--- config.mk ---
export PLATFORM = sky130hd
export DESIGN_NAME = control_unit
export DESIGN_NICKNAME = d
export VERILOG_FILES = /design/src/rtl/control_unit.sv
export SDC_FILE = /design/constraint.sdc
export NUM_CORES = 1
export LEC_CHECK = 0
export CAP_MARGIN = 15
export CORE_UTILIZATION = 40
export CTS_CLUSTER_DIAMETER = 80
export CTS_CLUSTER_SIZE = 40
export DETAILED_ROUTE_END_ITERATION = 8
export GPL_ROUTABILITY_DRIVEN = 0
export GPL_TIMING_DRIVEN = 1
export PLACE_DENSITY = 0.72
export SKIP_LAST_GASP = 1
export SLEW_MARGIN = 20
export SYNTH_ARGS = -nofsm -noshare
export SYNTH_HDL_FRONTEND = slang
export SYNTH_SLANG_ARGS = --single-unit
export TNS_END_PERCENT = 5
--- constraint.sdc ---
create_clock -name clock -period 4 [get_ports clock]
set_clock_uncertainty 0.1 [all_clocks]
set_input_delay 0.4 -clock clock [delete_from_list [all_inputs] [get_ports clock]]
set_output_delay 0.4 -clock clock [all_outputs]
set_load 0.01 [all_outputs]
--- src/rtl/control_unit.sv ---
`default_nettype none
// +----------------------------------------------------------------------------+
// | Module      : control_unit                                                 |
// | Description : Hardwired FSM sequencer producing the 23-bit datapath        |
// |               control word. Fetches from IRAM, decodes ir_in[15:8], steps  |
// |               through per-instruction microsteps and returns to FETCH.     |
// |               Reports busy/halted/illegal and a retired-instruction count. |
// | Ports       : clock   - system clock, rising edge                          |
// |               reset   - synchronous, active-high                           |
// |               start   - launches execution, sampled only in IDLE           |
// |               ir_in   - datapath IR; opcode = ir_in[15:8]                  |
// |               ac_zero - AC == 0 flag, sampled in DECODE for JMPZ           |
// |               control - datapath control word                              |
// |               busy    - high outside IDLE/HALT                             |
// |               halted  - high in HALT                                       |
// |               illegal - sticky undefined-opcode flag                       |
// |               retired - completed-instruction count, wraps                 |
// | Revision    : 1.0 - initial release                                        |
// +----------------------------------------------------------------------------+
module control_unit #(
  parameter int CTRL_W = 23,
  parameter int OPC_W  = 8,
  parameter int CNT_W  = 16
) (
  input  logic              clock,
  input  logic              reset,
  input  logic              start,
  input  logic [15:0]       ir_in,
  input  logic              ac_zero,
  output logic [CTRL_W-1:0] control,
  output logic              busy,
  output logic              halted,
  output logic              illegal,
  output logic [CNT_W-1:0]  retired
);

  // Control word field positions
  localparam int B_DRAM_WE = 0;
  localparam int B_PC_INC  = 1;
  localparam int BUS_LO    = 2;
  localparam int BUS_HI    = 4;
  localparam int ALU_LO    = 8;
  localparam int ALU_HI    = 9;
  localparam int B_R_WE    = 14;
  localparam int B_AR_WE   = 15;
  localparam int B_DR_WE   = 16;
  localparam int B_AC_WE   = 17;
  localparam int B_PC_WE   = 18;
  localparam int B_IR_WE   = 19;
  localparam int ADDR_LO   = 20;
  localparam int ADDR_HI   = 21;
  localparam int B_AC_ALU  = 22;

  localparam logic [2:0] BUS_IR   = 3'd2;
  localparam logic [2:0] BUS_DR   = 3'd3;
  localparam logic [2:0] BUS_R    = 3'd4;
  localparam logic [2:0] BUS_AC   = 3'd5;
  localparam logic [2:0] BUS_DRAM = 3'd6;
  localparam logic [2:0] BUS_IRAM = 3'd7;

  localparam logic [1:0] ALU_ADD = 2'b01;
  localparam logic [1:0] ALU_SUB = 2'b10;
  localparam logic [1:0] ALU_INC = 2'b11;
  localparam logic [1:0] ADDR_PC = 2'b01;

  localparam logic [OPC_W-1:0] OP_NOP   = 'h00;
  localparam logic [OPC_W-1:0] OP_LDAC  = 'h01;
  localparam logic [OPC_W-1:0] OP_STAC  = 'h02;
  localparam logic [OPC_W-1:0] OP_MVACR = 'h03;
  localparam logic [OPC_W-1:0] OP_MVRAC = 'h04;
  localparam logic [OPC_W-1:0] OP_ADD   = 'h05;
  localparam logic [OPC_W-1:0] OP_SUB   = 'h06;
  localparam logic [OPC_W-1:0] OP_JUMP  = 'h07;
  localparam logic [OPC_W-1:0] OP_JMPZ  = 'h08;
  localparam logic [OPC_W-1:0] OP_INAC  = 'h09;
  localparam logic [OPC_W-1:0] OP_HALT  = 'hFF;

  typedef enum logic [2:0] {
    S_IDLE   = 3'd0,
    S_FETCH  = 3'd1,
    S_DECODE = 3'd2,
    S_EX1    = 3'd3,
    S_EX2    = 3'd4,
    S_EX3    = 3'd5,
    S_HALT   = 3'd6
  } state_t;

  state_t            state_q, state_d;
  logic [OPC_W-1:0]  opcode_q, opcode_d;
  logic              illegal_q, illegal_d;
  logic [CNT_W-1:0]  retired_q, retired_d;
  logic [CTRL_W-1:0] control_q, control_d;
  logic              busy_q, busy_d;
  logic              halted_q, halted_d;
  logic              retire_now;

  // The operand byte is routed to the bus by the datapath itself.
  logic unused_ir_lo;
  assign unused_ir_lo = ^ir_in[7:0];

  // Control word for a given state/opcode pair; every unlisted field is 0.
  function automatic logic [CTRL_W-1:0] ctrl_word(input state_t st, input logic [OPC_W-1:0] opc);
    logic [CTRL_W-1:0] c;
    c = '0;
    case (st)
      S_FETCH: begin
        c[ADDR_HI:ADDR_LO] = ADDR_PC;
        c[BUS_HI:BUS_LO]   = BUS_IRAM;
        c[B_IR_WE]         = 1'b1;
        c[B_PC_INC]        = 1'b1;
      end
      S_EX1: begin
        case (opc)
          OP_LDAC, OP_STAC: begin
            c[BUS_HI:BUS_LO] = BUS_IR;
            c[B_AR_WE]       = 1'b1;
          end
          OP_MVACR: begin
            c[BUS_HI:BUS_LO] = BUS_AC;
            c[B_R_WE]        = 1'b1;
          end
          OP_MVRAC: begin
            c[BUS_HI:BUS_LO] = BUS_R;
            c[B_AC_WE]       = 1'b1;
          end
          OP_ADD, OP_SUB: begin
            c[BUS_HI:BUS_LO] = BUS_R;
            c[ALU_HI:ALU_LO] = (opc == OP_ADD) ? ALU_ADD : ALU_SUB;
            c[B_AC_WE]       = 1'b1;
            c[B_AC_ALU]      = 1'b1;
          end
          OP_INAC: begin
            c[ALU_HI:ALU_LO] = ALU_INC;
            c[B_AC_WE]       = 1'b1;
            c[B_AC_ALU]      = 1'b1;
          end
          // Only a taken JMPZ ever reaches EX1.
          OP_JUMP, OP_JMPZ: begin
            c[BUS_HI:BUS_LO] = BUS_IR;
            c[B_PC_WE]       = 1'b1;
          end
          default: ;
        endcase
      end
      S_EX2: begin
        if (opc == OP_LDAC) begin
          c[BUS_HI:BUS_LO] = BUS_DRAM;
          c[B_DR_WE]       = 1'b1;
        end else if (opc == OP_STAC) begin
          c[BUS_HI:BUS_LO] = BUS_AC;
          c[B_DRAM_WE]     = 1'b1;
        end
      end
      S_EX3: begin
        if (opc == OP_LDAC) begin
          c[BUS_HI:BUS_LO] = BUS_DR;
          c[B_AC_WE]       = 1'b1;
        end
      end
      default: ;
    endcase
    return c;
  endfunction

  always_comb begin
    state_d    = state_q;
    opcode_d   = opcode_q;
    illegal_d  = illegal_q;
    retire_now = 1'b0;
    case (state_q)
      S_IDLE:  if (start) state_d = S_FETCH;
      S_FETCH: state_d = S_DECODE;
      S_DECODE: begin
        opcode_d = ir_in[15 -: OPC_W];
        case (opcode_d)
          OP_NOP: begin
            state_d    = S_FETCH;
            retire_now = 1'b1;
          end
          OP_HALT: begin
            state_d    = S_HALT;
            retire_now = 1'b1;
          end
          OP_JMPZ: begin
            // Untaken branch completes in DECODE.
            state_d    = ac_zero ? S_EX1 : S_FETCH;
            retire_now = ~ac_zero;
          end
          OP_LDAC, OP_STAC, OP_MVACR, OP_MVRAC,
          OP_ADD, OP_SUB, OP_INAC, OP_JUMP: state_d = S_EX1;
          default: begin
            state_d   = S_HALT;
            illegal_d = 1'b1;
          end
        endcase
      end
      S_EX1: begin
        if (opcode_q == OP_LDAC || opcode_q == OP_STAC) begin
          state_d = S_EX2;
        end else begin
          state_d    = S_FETCH;
          retire_now = 1'b1;
        end
      end
      S_EX2: begin
        if (opcode_q == OP_LDAC) begin
          state_d = S_EX3;
        end else begin
          state_d    = S_FETCH;
          retire_now = 1'b1;
        end
      end
      S_EX3: begin
        state_d    = S_FETCH;
        retire_now = 1'b1;
      end
      S_HALT:  state_d = S_HALT;
      default: state_d = S_IDLE;
    endcase

    retired_d = retired_q + {{(CNT_W-1){1'b0}}, retire_now};
    // Outputs are registered: decode them from the state being entered.
    control_d = ctrl_word(state_d, opcode_d);
    busy_d    = (state_d != S_IDLE) && (state_d != S_HALT);
    halted_d  = (state_d == S_HALT);
  end

  always_ff @(posedge clock) begin
    if (reset) begin
      state_q   <= S_IDLE;
      opcode_q  <= '0;
      illegal_q <= 1'b0;
      retired_q <= '0;
      control_q <= '0;
      busy_q    <= 1'b0;
      halted_q  <= 1'b0;
    end else begin
      state_q   <= state_d;
      opcode_q  <= opcode_d;
      illegal_q <= illegal_d;
      retired_q <= retired_d;
      control_q <= control_d;
      busy_q    <= busy_d;
      halted_q  <= halted_d;
    end
  end

  assign control = control_q;
  assign busy    = busy_q;
  assign halted  = halted_q;
  assign illegal = illegal_q;
  assign retired = retired_q;

endmodule
`default_nettype wire
; ---- Word level (Yosys, flattened, before mapping)
; Cells that the tools add are included.
[totals]
regBits = 53
input_bits = 20
elab_cells = 96
[op_classes]
n_addsub = 1
eq_ne = 33
n_bitwise = 4
n_reduce_logical = 19
muxes = 28
[ops]
columns = cell, count
row1 = $eq A8 B3 Y1 const B, 8
row2 = $eq A8 B2 Y1 const B, 5
row3 = $eq A8 B4 Y1 const B, 4
row4 = $eq A8 B1 Y1 const B, 3
row5 = $pmux W3 S7, 1
row6 = $eq A3 B3 Y1 const B, 6
row7 = $pmux W3 S3, 2
row8 = $add A16 B1 Y16, 1
row9 = $mux W3, 5
row10 = $pmux W3 S4, 1
row11 = $reduce_or A2 Y1, 6
row12 = $reduce_or A11 Y1, 1
row13 = $mux W1, 10
row14 = $eq A3 B2 Y1 const B, 3
row15 = $reduce_or A3 Y1, 3
row16 = $eq A8 B8 Y1 const B, 1
row17 = $logic_not A8 Y1, 1
row18 = $mux W2, 4
row19 = $mux W8, 1
row20 = $reduce_or A4 Y1, 2
row21 = $reduce_or A8 Y1, 1
row22 = $eq A3 B1 Y1 const B, 2
row23 = $not A1 Y1, 4
row24 = $pmux W1 S2, 2
row25 = 8 further kinds, 8

; ---- Depth between registers and ports, before layout
; Gate-level depths: netlist of run 1.
[logic_depth]
ltp_word = 7
mapped_depth = 12

; ---- Least setup slack after synthesis of run 1
; No wires, ideal clock.
[synth_path]
path_kind = register to register
from = reg state_q[0]
to = reg retired_q[12] (netlist: retired[12])
path_slack_ns = 1.052
n_path_buf = 2
path_stages_with_launch = 13
setup_time_ns = 0.070
synth_period_minus_slack_ns = 2.948
arrival_time_ns = 2.777
required_ns = 3.830
cell_sequence = dfxtp_1 or3b_2 buf_2 clkbuf_1 a21oi_1 a21oi_1 o21ai_0 ha_1 ha_1 nand2_1 or4_1 or3_1 a21oi_1
[synth_via]
elab_chain_len = 3
elab_cells_between_ends = 6
classes_between = add/sub (1) / eq/ne (4) / mux (1)
[synth_rtl]
columns = item, line
row1 = "start, declared", 88  ; state_t state_q, state_d;
row2 = "start signal, assigned", 238  ; state_q <= state_d;
row3 = $eq A3 B3 Y1 or $eq A3 B2 Y1 (tied branches), 170  ; case (state_q)
row4 = $pmux W1 S4 (*), 170
row5 = $add A16 B1 Y16 (*), 221  ; retired_d = retired_q + {{(CNT_W-1){1'b0}}, retire_now};
row6 = "end signal, assigned", 241  ; retired_q <= retired_d;
row7 = "end, declared", 91  ; logic [CNT_W-1:0] retired_q, retired_d;
; Mark *: on every way between the ends. The rest lies on a longest branch, timed or not.
; A chain may end at the register's enable or synchronous reset.

; ---- Worst setup path in the final report of run 1
[layout_path]
from = in ir_in[10]
to = reg retired_q[12] (netlist: retired[12])
[layout_via]
elab_chain_len = 5
elab_cells_between_ends = 7
classes_between = add/sub (1) / eq/ne (2) / mux (2) / reduce/logical (2)
[layout_rtl]
columns = item, line
row1 = "start, declared", 28  ; input logic [15:0] ir_in,
row2 = $eq A8 B8 Y1 or $logic_not A8 Y1 (tied branches), 175  ; case (opcode_d)
row3 = $reduce_or A2 Y1 (no line), --
row4 = $pmux W1 S2 (*), 175
row5 = $pmux W1 S4 (*), 170
row6 = $add A16 B1 Y16 (*), 221
; Marks and branches as above.

==> flow_metrics.py, run 1 <==
metrics = {
    "grt": {
        "grt_pass1_vias": 1841,
        "grt_antenna_before_repair": 0,
        "grt_pass1_wl_um": 8710,
        "grt_max_degree": 32,
        "globalRouteTotalUtil_pct": 18.5,
        "global_route.overflow_total": 0,
    },
    "power": {
        "p_leak_nw": 0.990,
        "ir_worst_vdd_mv": 0.207,
        "total_power_w": 0.00100,
        "power.density_cell_area_nw_per_um2": 357,
    },
    "setup_path": {
        "critical_path.startpoint": "ir_in[10]",
        "r2r_start": "state_q[1]",
        "path_cells": "clkdlybuf4s50_1 > a2111oi_0 > nand2_1 > a21oi_1 > a21oi_1 > o21ai_0 > ha_1 > ha_1 > nand2_1 > or4_1 > or3_1 > a21oi_1",
        "startpoint_type": "input pin",
        "end_kind": "flop",
        "worst_r2r_path_depth": 10,
        "crit_path_max_fanout": 7,
        "timing.critical_path.slowest_stage_cell": "a2111oi_0",
        "critical_path_required_ns": 4.13,
        "r2r_path_end": "retired[12]",
        "crit_end": "retired[12]",
        "timing.reg2reg.setup_slack_ns": 0.72,
        "worst-endpoint-arrival_ns": 3.54,
        "path_class": "in2reg",
        "crit_path_frequent_cell": "a21oi_1",
        "crit_path_max_incr_delay_ns": 0.65,
    },
    "synthesis": {
        "synth_area_per_cell_um2": 8.20,
        "synthFlopType": "dfxtp_1",
        "postSynth.asyncResetShare_pct": 0,
        "synth_seq_area_share_pct": 38.8,
        "post_synth_instance_area_um2": 2220,
        "yosysWarningCount": 0,
        "netlist_instances": 271,
        "post_synth_num_cell_types": 60,
        "synth-edff-count": 0,
        "postSynthRegisterBits": 43,
    },
    "cts": {
        "clock_net_sink_count": 43,
        "buffer_count_from_post_cts_setup_fixing": 0,
        "cts.htree.levels": 2,
        "number_of_clock_buffers_inserted_by_tritoncts": 5,
        "clock_tree.buffer_depth": 2,
        "clk_latency_ns": 0.30,
        "hold_fix_buffers_at_cts": 0,
        "postCtsResizedCells": 0,
        "clkTransAtPathRegs_ns": 0.08,
        "clk_root_buffer_cell": "clkbuf_8",
        "clock_tree_from_tritoncts": "yes",
    },
    "detailed_routing": {
        "top_layer_used": "met4",
        "detailedRoute.firstIterationViolations": 87,
        "route.vias.total": 2015,
        "routedLengthMet1_um": 2310,
        "routed_wire_length_per_instance_um": 13.1,
        "routed_wirelength_um": 5000,
        "remaining_design_rule_violation_count": 0,
        "route.met3.wl_um": 230,
        "detail-route-antenna-nets": 0,
        "routed_wl_met2_um": 2340,
        "drt-pass1-iter-count": 4,
        "vias_per_cell": 5.27,
    },
    "finish": {
        "flow.area_growth_from_synthesis_pct": 26.4,
        "layout_cell_share_with_drive_strength_beyond_1_pct": 9.29,
        "nNetsFinal": 333,
        "diodes": 0,
        "final.fill_count": 477,
    },
    "timing": {
        "setup_viol": 0,
        "tightest_slew_ns": 0.758,
        "period_needed_ns": 3.41,
        "slew_viol_final": 0,
        "fmax_ghz": 0.293,
        "worst_slew_margin_rel_pct": 49.5,
        "tns_ns": 0,
        "setup_repair_after_global_routing_missed_its_margin": "no",
        "layout_worst_path_cycle_share_pct": 85.3,
        "finalHoldViolations": 0,
    },
    "die": {
        "die_w_um": 76.5,
        "starting_density_pct": 42.4,
        "num_rows": 26,
        "fp.coreArea_um2": 5240,
        "die-area_um2": 5850,
        "num_io_pins": 62,
        "floorplan.die.height_um": 76.5,
    },
    "run": {
        "maxCapViolCount": 0,
    },
    "place": {
        "detailed_place_hpwl_um": 3470,
        "port_buffers": 45,
    },
    "worst_hold_path": {
        "holdCritPathClass": "reg2reg",
    },
    "outcome": {
        "outcome": "finished clean",
    },
}
-- power by group --
| group | switching, W | total (W) | internal, W |
|---|---|---|---|
| registers | 0.0000164 | 0.000462 | 0.000446 |
| logic | 0.000108 | 0.000192 | 0.0000841 |
| clock network | 0.000146 | 0.000348 | 0.000202 |
| total | 0.000271 | 0.00100 | 0.000732 |
-- cells in the mapped netlist (all sizes together), types with 2 or more instances --
master / count / area [µm²]
or4: 3 / 23.8
and2: 2 / 12.5
or3: 6 / 42.5
nor3: 8 / 40.0
o311ai: 2 / 17.5
nand2: 35 / 131
a21oi: 20 / 100
ha: 2 / 25.0
dfxtp: 43 / 861
nand2b: 5 / 31.3
and3: 3 / 21.3
a31oi: 4 / 25.0
buf: 16 / 109
xor2: 9 / 78.8
xnor2: 4 / 35.0
nand4: 7 / 43.8
nor4: 4 / 46.3
nor2: 26 / 97.6
nand3b: 6 / 48.8
inv: 6 / 22.5
o31ai: 3 / 27.5
nand3: 9 / 45.0
nor2b: 6 / 37.5
a2111oi: 2 / 23.8
clkbuf: 9 / 37.5
o21ai: 9 / 45.0
-- critical path: cells and delay by family --
kind	cells	cell delay [ns]
compound gates	5	1.15
simple gates	4	1.08
buf+inv	1	0.51
fa+ha+maj	2	0.40
-- placed cells by master (no fill, tap or decap), types with 2 or more instances in the layout --
cell type	n
a31oi_1	4
nand2b_1	5
nand4_1	7
inv_1	6
o31ai_1	2
clkbuf_8	6
or4_1	2
nand3_1	9
ha_1	2
buf_4	6
nor3_1	8
and3_2	2
clkdlybuf4s50_1	45
conb_1	8
xnor2_1	4
and2_1	2
nor2_1	26
xor2_1	9
dfxtp_1	43
o311ai_0	2
nor4_1	2
nor2b_1	6
o21ai_0	9
nand2_1	35
a21oi_1	20
nand3b_1	5
or3_1	5
-- routing by layer --
metal / GRT usage, % / vias up
li1: - / 1018
met1: 23.7 / 927
met2: 29.2 / 57
met3: 4.79 / 13
met4: 7.69 / 0
met5: 0 / -
-- area by class of cell --
type	instances	area (µm²)	share of cell area, %
clock inverter	2	35.0	1.25
tap	70	87.6	3.12
inverter	6	22.5	0.802
timing repair buffer	51	495	17.7
multi-input combinational	204	1220	43.6
sequential	43	861	30.7
clock buffer	6	82.6	2.94
-- cells by family (layout without fill, tap and decap cells) --
logic type	Yosys count	after routing	share of synthesized area, %
buffers and inverters	31	65	7.61
AOI/OAI and AO/OA	53	53	16.2
and+or+nand+nor	127	127	30.6
other	1	8	0.169
adders and majority gates	2	2	1.13
muxes	1	1	0.451
DFF	43	43	38.8
xor gates and xnor gates	13	13	5.13
-- stage by stage --
stage | hold WS (ns) | util [%] | cells | area [µm²] | worst slack, ns
finish | 0.375 | 53.6 | 382 | 2810 | 0.588
CTS | 0.372 | 53.6 | 382 | 2810 | 0.603
global route | 0.393 | 53.6 | 382 | 2810 | 0.325
global placement | 0.354 | 51.3 | 374 | 2690 | 0.357
floorplan | 0.343 | - | 278 | 2250 | 1.05
detailed placement | 0.360 | 51.3 | 374 | 2690 | 0.296
-- flip-flops by register name, summed over array words and instances, names as in the netlist --
register / cells
busy: 1
control: 13
halted: 1
illegal: 1
opcode_q: 8
retired: 16
state_q: 3
-- how the worst min path moves through the flow --
stage,start,to,slack [ns],cells after the start
3_5_place_dp,illegal,illegal,0.36,2
6_report,opcode_q[5],opcode_q[5],0.37,2
4_1_cts,opcode_q[6],opcode_q[6],0.37,2
2_1_floorplan,opcode_q[6],opcode_q[6],0.34,2
3_3_place_gp,opcode_q[6],opcode_q[6],0.35,2
5_1_grt,opcode_q[5],opcode_q[5],0.39,2
Note: power is estimated with default switching activity, not from simulation.
==> run 2, diff against run 1 <==
- GPL_ROUTABILITY_DRIVEN: 0 -> unset
==> flow_metrics.py, run 2 (synthesized netlist as in run 1, its figures left out) <==
metrics = {
    "detailed_routing": {
        "routed_wire_length_per_instance_um": 12.9,
        "detail-route-antenna-nets": 0,
        "remaining_design_rule_violation_count": 0,
        "drt-pass1-iter-count": 4,
        "route.vias.total": 2012,
        "detailedRoute.firstIterationViolations": 110,
        "routed_wirelength_um": 4930,
        "vias_per_cell": 5.27,
    },
    "setup_path": {
        "critical_path.startpoint": "ir_in[10]",
        "worst_r2r_path_depth": 10,
        "crit_path_max_fanout": 7,
        "r2r_start": "state_q[1]",
        "worst-endpoint-arrival_ns": 3.53,
        "timing.reg2reg.setup_slack_ns": 0.67,
        "end_kind": "flop",
        "startpoint_type": "input pin",
        "r2r_path_end": "retired[12]",
        "path_class": "in2reg",
        "crit_end": "retired[12]",
        "critical_path_required_ns": 4.12,
    },
    "cts": {
        "clock_net_sink_count": 43,
        "clock_tree.buffer_depth": 2,
        "buffer_count_from_post_cts_setup_fixing": 0,
        "cts.htree.levels": 2,
        "clk_latency_ns": 0.29,
        "number_of_clock_buffers_inserted_by_tritoncts": 5,
        "clk_root_buffer_cell": "clkbuf_8",
        "postCtsResizedCells": 0,
        "clkTransAtPathRegs_ns": 0.08,
        "clock_tree_from_tritoncts": "yes",
        "hold_fix_buffers_at_cts": 0,
    },
    "die": {
        "die_w_um": 76.5,
        "floorplan.die.height_um": 76.5,
        "fp.coreArea_um2": 5240,
        "num_io_pins": 62,
        "die-area_um2": 5850,
        "starting_density_pct": 42.4,
        "num_rows": 26,
    },
    "grt": {
        "grt_pass1_wl_um": 8490,
        "grt_max_degree": 32,
        "grt_antenna_before_repair": 0,
        "grt_pass1_vias": 1768,
        "global_route.overflow_total": 0,
        "globalRouteTotalUtil_pct": 17.9,
    },
    "finish": {
        "diodes": 0,
        "post-route-util_pct": 53.4,
        "final_cell_mix": "clkdlybuf4s50_1 (45), dfxtp_1 (43), nand2_1 (35), nor2_1 (26), a21oi_1 (20)",
        "flow.area_growth_from_synthesis_pct": 26.0,
        "final.fill_count": 508,
        "layout_commonest_cell": "clkdlybuf4s50_1",
        "max_reg_flops": 16,
        "nNetsFinal": 334,
        "layout_cell_share_with_drive_strength_beyond_1_pct": 8.97,
        "final_cell_count_no_fill": 382,
    },
    "timing": {
        "layout_worst_path_cycle_share_pct": 85.3,
        "period_needed_ns": 3.41,
        "slew_viol_final": 0,
        "setup_viol": 0,
        "tns_ns": 0,
        "setup_repair_after_global_routing_missed_its_margin": "no",
        "fmax_ghz": 0.293,
        "tightest_slew_ns": 0.778,
        "whs_ns": 0.374,
        "finalHoldViolations": 0,
        "worst_slew_margin_rel_pct": 48.2,
    },
    "power": {
        "p_leak_nw": 0.986,
        "ir_worst_vdd_mv": 0.152,
        "power.density_cell_area_nw_per_um2": 348,
    },
    "place": {
        "detailed_place_hpwl_um": 3540,
        "place_congestion": 0.871,
        "port_buffers": 45,
        "place_inst": 375,
    },
    "outcome": {
        "outcome": "finished clean",
    },
    "run": {
        "maxCapViolCount": 0,
    },
    "worst_hold_path": {
        "holdCritPathClass": "reg2reg",
        "worstHoldStart": "opcode_q[5]",
    },
}
==> run 2: cell count changes in the layout (fill, tap and decap cells not counted), sizes merged <==
cell and change:
buf +1, clkinv -1
==> run 2: worst min-delay path by stage <==
stage / slack [ns] / cells after the start / to
after floorplan: 0.34 / 2 / opcode_q[6]
after global placement: 0.35 / 2 / opcode_q[6]
after detailed placement: 0.36 / 2 / opcode_q[4]
after CTS: 0.37 / 2 / opcode_q[4]
after global routing: 0.41 / 2 / opcode_q[5]
final: 0.37 / 2 / opcode_q[5]
==> run 2: metal layers <==
metal	share of wire, %	GRT usage, %
met1	46	23.0
met3	3.9	3.95
met5	0	0
met2	48	29.8
met4	1.5	5.38
==> run 2: worst max-delay path: stages <==
cell and delay, ns:
clkdlybuf4s50_1 0.51, a2111oi_0 0.48, buf_4 0.19, nand2_1 0.05, a21oi_1 0.16, a21oi_1 0.05, o21ai_0 0.12, ha_1 0.21
ha_1 0.19, nand2_1 0.08, or4_1 0.57, or3_1 0.36, a21oi_1 0.16
==> run 2: where the power goes <==
group / switching [W] / internal (W)
logic: 0.000108 / 0.0000846
registers: 0.0000164 / 0.000446
clock network: 0.000135 / 0.000183
total: 0.000260 / 0.000714
==> run 2: layout make-up <==
type	count	area (µm²)	area share, %
clock inverters	1	30.0	1.07
repair buffers	52	503	18.0
well taps	70	87.6	3.13
clock buffers	6	72.6	2.59
flip-flops and latches	43	861	30.8
inverters	6	22.5	0.805
multi-input cells	204	1220	43.7
==> run 2: stage by stage <==
| step | setup slack [ns] | total power, W | cell area [µm²] |
|---|---|---|---|
| floorplan | 1.05 | 0.000606 | 2250 |
| global placement | 0.354 | 0.000659 | 2700 |
| detailed placement | 0.286 | 0.000663 | 2700 |
| CTS | 0.591 | 0.000984 | 2800 |
| global route | 0.418 | 0.00103 | 2800 |
| finish | 0.590 | 0.000974 | 2800 |
==> run 3, diff against run 2 <==
- CORE_MARGIN: unset -> 2
==> flow_metrics.py, run 3 (synthesized netlist as in run 1, its figures left out) <==
metrics = {
    "timing": {
        "period_needed_ns": 3.38,
        "tns_ns": 0,
        "slew_viol_final": 0,
        "finalHoldViolations": 0,
        "tightest_slew_ns": 0.739,
        "setup_repair_after_global_routing_missed_its_margin": "no",
        "fmax_ghz": 0.296,
        "setup_viol": 0,
        "layout_worst_path_cycle_share_pct": 84.4,
        "worst_slew_margin_rel_pct": 50.3,
    },
    "setup_path": {
        "startpoint_type": "input pin",
        "path_class": "in2reg",
        "crit_path_max_fanout": 7,
        "path_cells": "clkdlybuf4s50_1 > a2111oi_0 > nand2_1 > a21oi_1 > a21oi_1 > o21ai_0 > ha_1 > ha_1 > nand2_1 > or4_1 > or3_1 > a21oi_1",
        "timing.critical_path.slowest_stage_cell": "a2111oi_0",
        "end_kind": "flop",
        "worst-endpoint-arrival_ns": 3.50,
        "crit_path_max_incr_delay_ns": 0.63,
        "crit_path_frequent_cell": "a21oi_1",
        "critical_path_required_ns": 4.12,
        "timing.reg2reg.setup_slack_ns": 0.72,
    },
    "detailed_routing": {
        "detail-route-antenna-nets": 0,
        "drt-pass1-iter-count": 4,
        "detailedRoute.firstIterationViolations": 102,
        "route.vias.total": 1997,
        "routed_wirelength_um": 4800,
        "vias_per_cell": 5.21,
        "remaining_design_rule_violation_count": 0,
        "routed_wire_length_per_instance_um": 12.5,
    },
    "grt": {
        "grt_max_degree": 32,
        "grt_antenna_before_repair": 0,
        "globalRouteTotalUtil_pct": 16.4,
        "grt_pass1_vias": 1811,
        "grt_pass1_wl_um": 8140,
        "global_route.overflow_total": 0,
    },
    "cts": {
        "clock_net_sink_count": 43,
        "clock_tree_from_tritoncts": "yes",
        "clkTransAtPathRegs_ns": 0.08,
        "number_of_clock_buffers_inserted_by_tritoncts": 5,
        "clock_tree.buffer_depth": 2,
        "cts.htree.levels": 2,
        "clk_root_buffer_cell": "clkbuf_8",
        "clk_latency_ns": 0.29,
        "hold_fix_buffers_at_cts": 0,
        "buffer_count_from_post_cts_setup_fixing": 0,
        "postCtsResizedCells": 0,
    },
    "power": {
        "internal_power_w": 0.000713,
        "total_power_w": 0.000974,
        "power.switching_fraction_pct": 26.8,
        "p_comb_share_pct": 19.6,
        "power.density_cell_area_nw_per_um2": 349,
        "ir_worst_vdd_mv": 0.157,
        "p_leak_nw": 0.980,
        "share_clk_of_total_power_pct": 32.9,
        "power_frac_seq_pct": 47.5,
        "total_switching_power_w": 0.000261,
    },
    "die": {
        "floorplan.die.height_um": 78.5,
        "die_w_um": 78.5,
        "die-area_um2": 6160,
        "num_rows": 27,
        "fp.coreArea_um2": 5440,
        "starting_density_pct": 40.8,
        "num_io_pins": 62,
    },
    "finish": {
        "final_cell_mix": "clkdlybuf4s50_1 (45), dfxtp_1 (43), nand2_1 (35), nor2_1 (26), a21oi_1 (20)",
        "diodes": 0,
        "flow.area_growth_from_synthesis_pct": 25.8,
        "max_reg_flops": 16,
        "nNetsFinal": 333,
        "layout_commonest_cell": "clkdlybuf4s50_1",
        "final.fill_count": 538,
        "layout_cell_share_with_drive_strength_beyond_1_pct": 8.68,
    },
    "run": {
        "maxCapViolCount": 0,
    },
    "place": {
        "place_congestion": 0.829,
        "detailed_place_hpwl_um": 3550,
        "port_buffers": 45,
    },
    "outcome": {
        "outcome": "finished clean",
    },
    "worst_hold_path": {
        "holdCritPathClass": "reg2reg",
    },
}
run 3: routing by layer:
metal  track usage, %  vias to the layer above  part of all wire (%)
met4             6.84                        0                   1.9
li1                 -                     1018                     -
met2             25.8                       55                    46
met1             21.5                      917                    48
met5                0                        -                     0
met3             3.56                        7                   4.1
run 3: final cells by class:
type	count	area, µm²	area share [%]
Multi-Input combinational cell	204	1220	43.8
Sequential cell	43	861	30.8
Timing Repair Buffer	51	495	17.7
Tap cell	72	90.1	3.22
Clock buffer	6	72.6	2.60
Clock inverter	1	30.0	1.07
Inverter	6	22.5	0.806
run 3: stage by stage:
stage | setup slack [ns] | std cells | instance area, µm² | utilization [%] | hold WS [ns]
6_report | 0.622 | 383 | 2790 | 51.4 | 0.370
5_1_grt | 0.437 | 383 | 2790 | 51.4 | 0.390
4_1_cts | 0.630 | 383 | 2790 | 51.4 | 0.372
3_5_place_dp | 0.341 | 376 | 2690 | 49.5 | 0.362
3_3_place_gp | 0.364 | 376 | 2690 | 49.5 | 0.352
2_1_floorplan | 1.05 | 278 | 2250 | - | 0.343
run 3: final timing paths:
path | from | to | cells after the start
setup / recovery | ir_in[10] | retired[12] | 12
hold / removal | opcode_q[7] | opcode_q[7] | 2
hold reg to reg | opcode_q[7] | opcode_q[7] | 2
setup reg to reg | state_q[1] | retired[12] | 10
run 3: critical path, delay by kind of cell:
| family | cells | cell delay, ns |
|---|---|---|
| compound gates | 5 | 1.09 |
| fa+ha+maj | 2 | 0.41 |
| buf+inv | 1 | 0.50 |
| simple gates | 4 | 1.11 |
run 3: power groups by stage:
stage / Combinational [W] / Sequential, W / Clock (W)
global route: 0.000212 / 0.000465 / 0.000348
floorplan: 0.000135 / 0.000471 / 0
detailed placement: 0.000189 / 0.000472 / 0
global placement: 0.000188 / 0.000472 / 0
CTS: 0.000191 / 0.000462 / 0.000329
finish: 0.000191 / 0.000462 / 0.000321
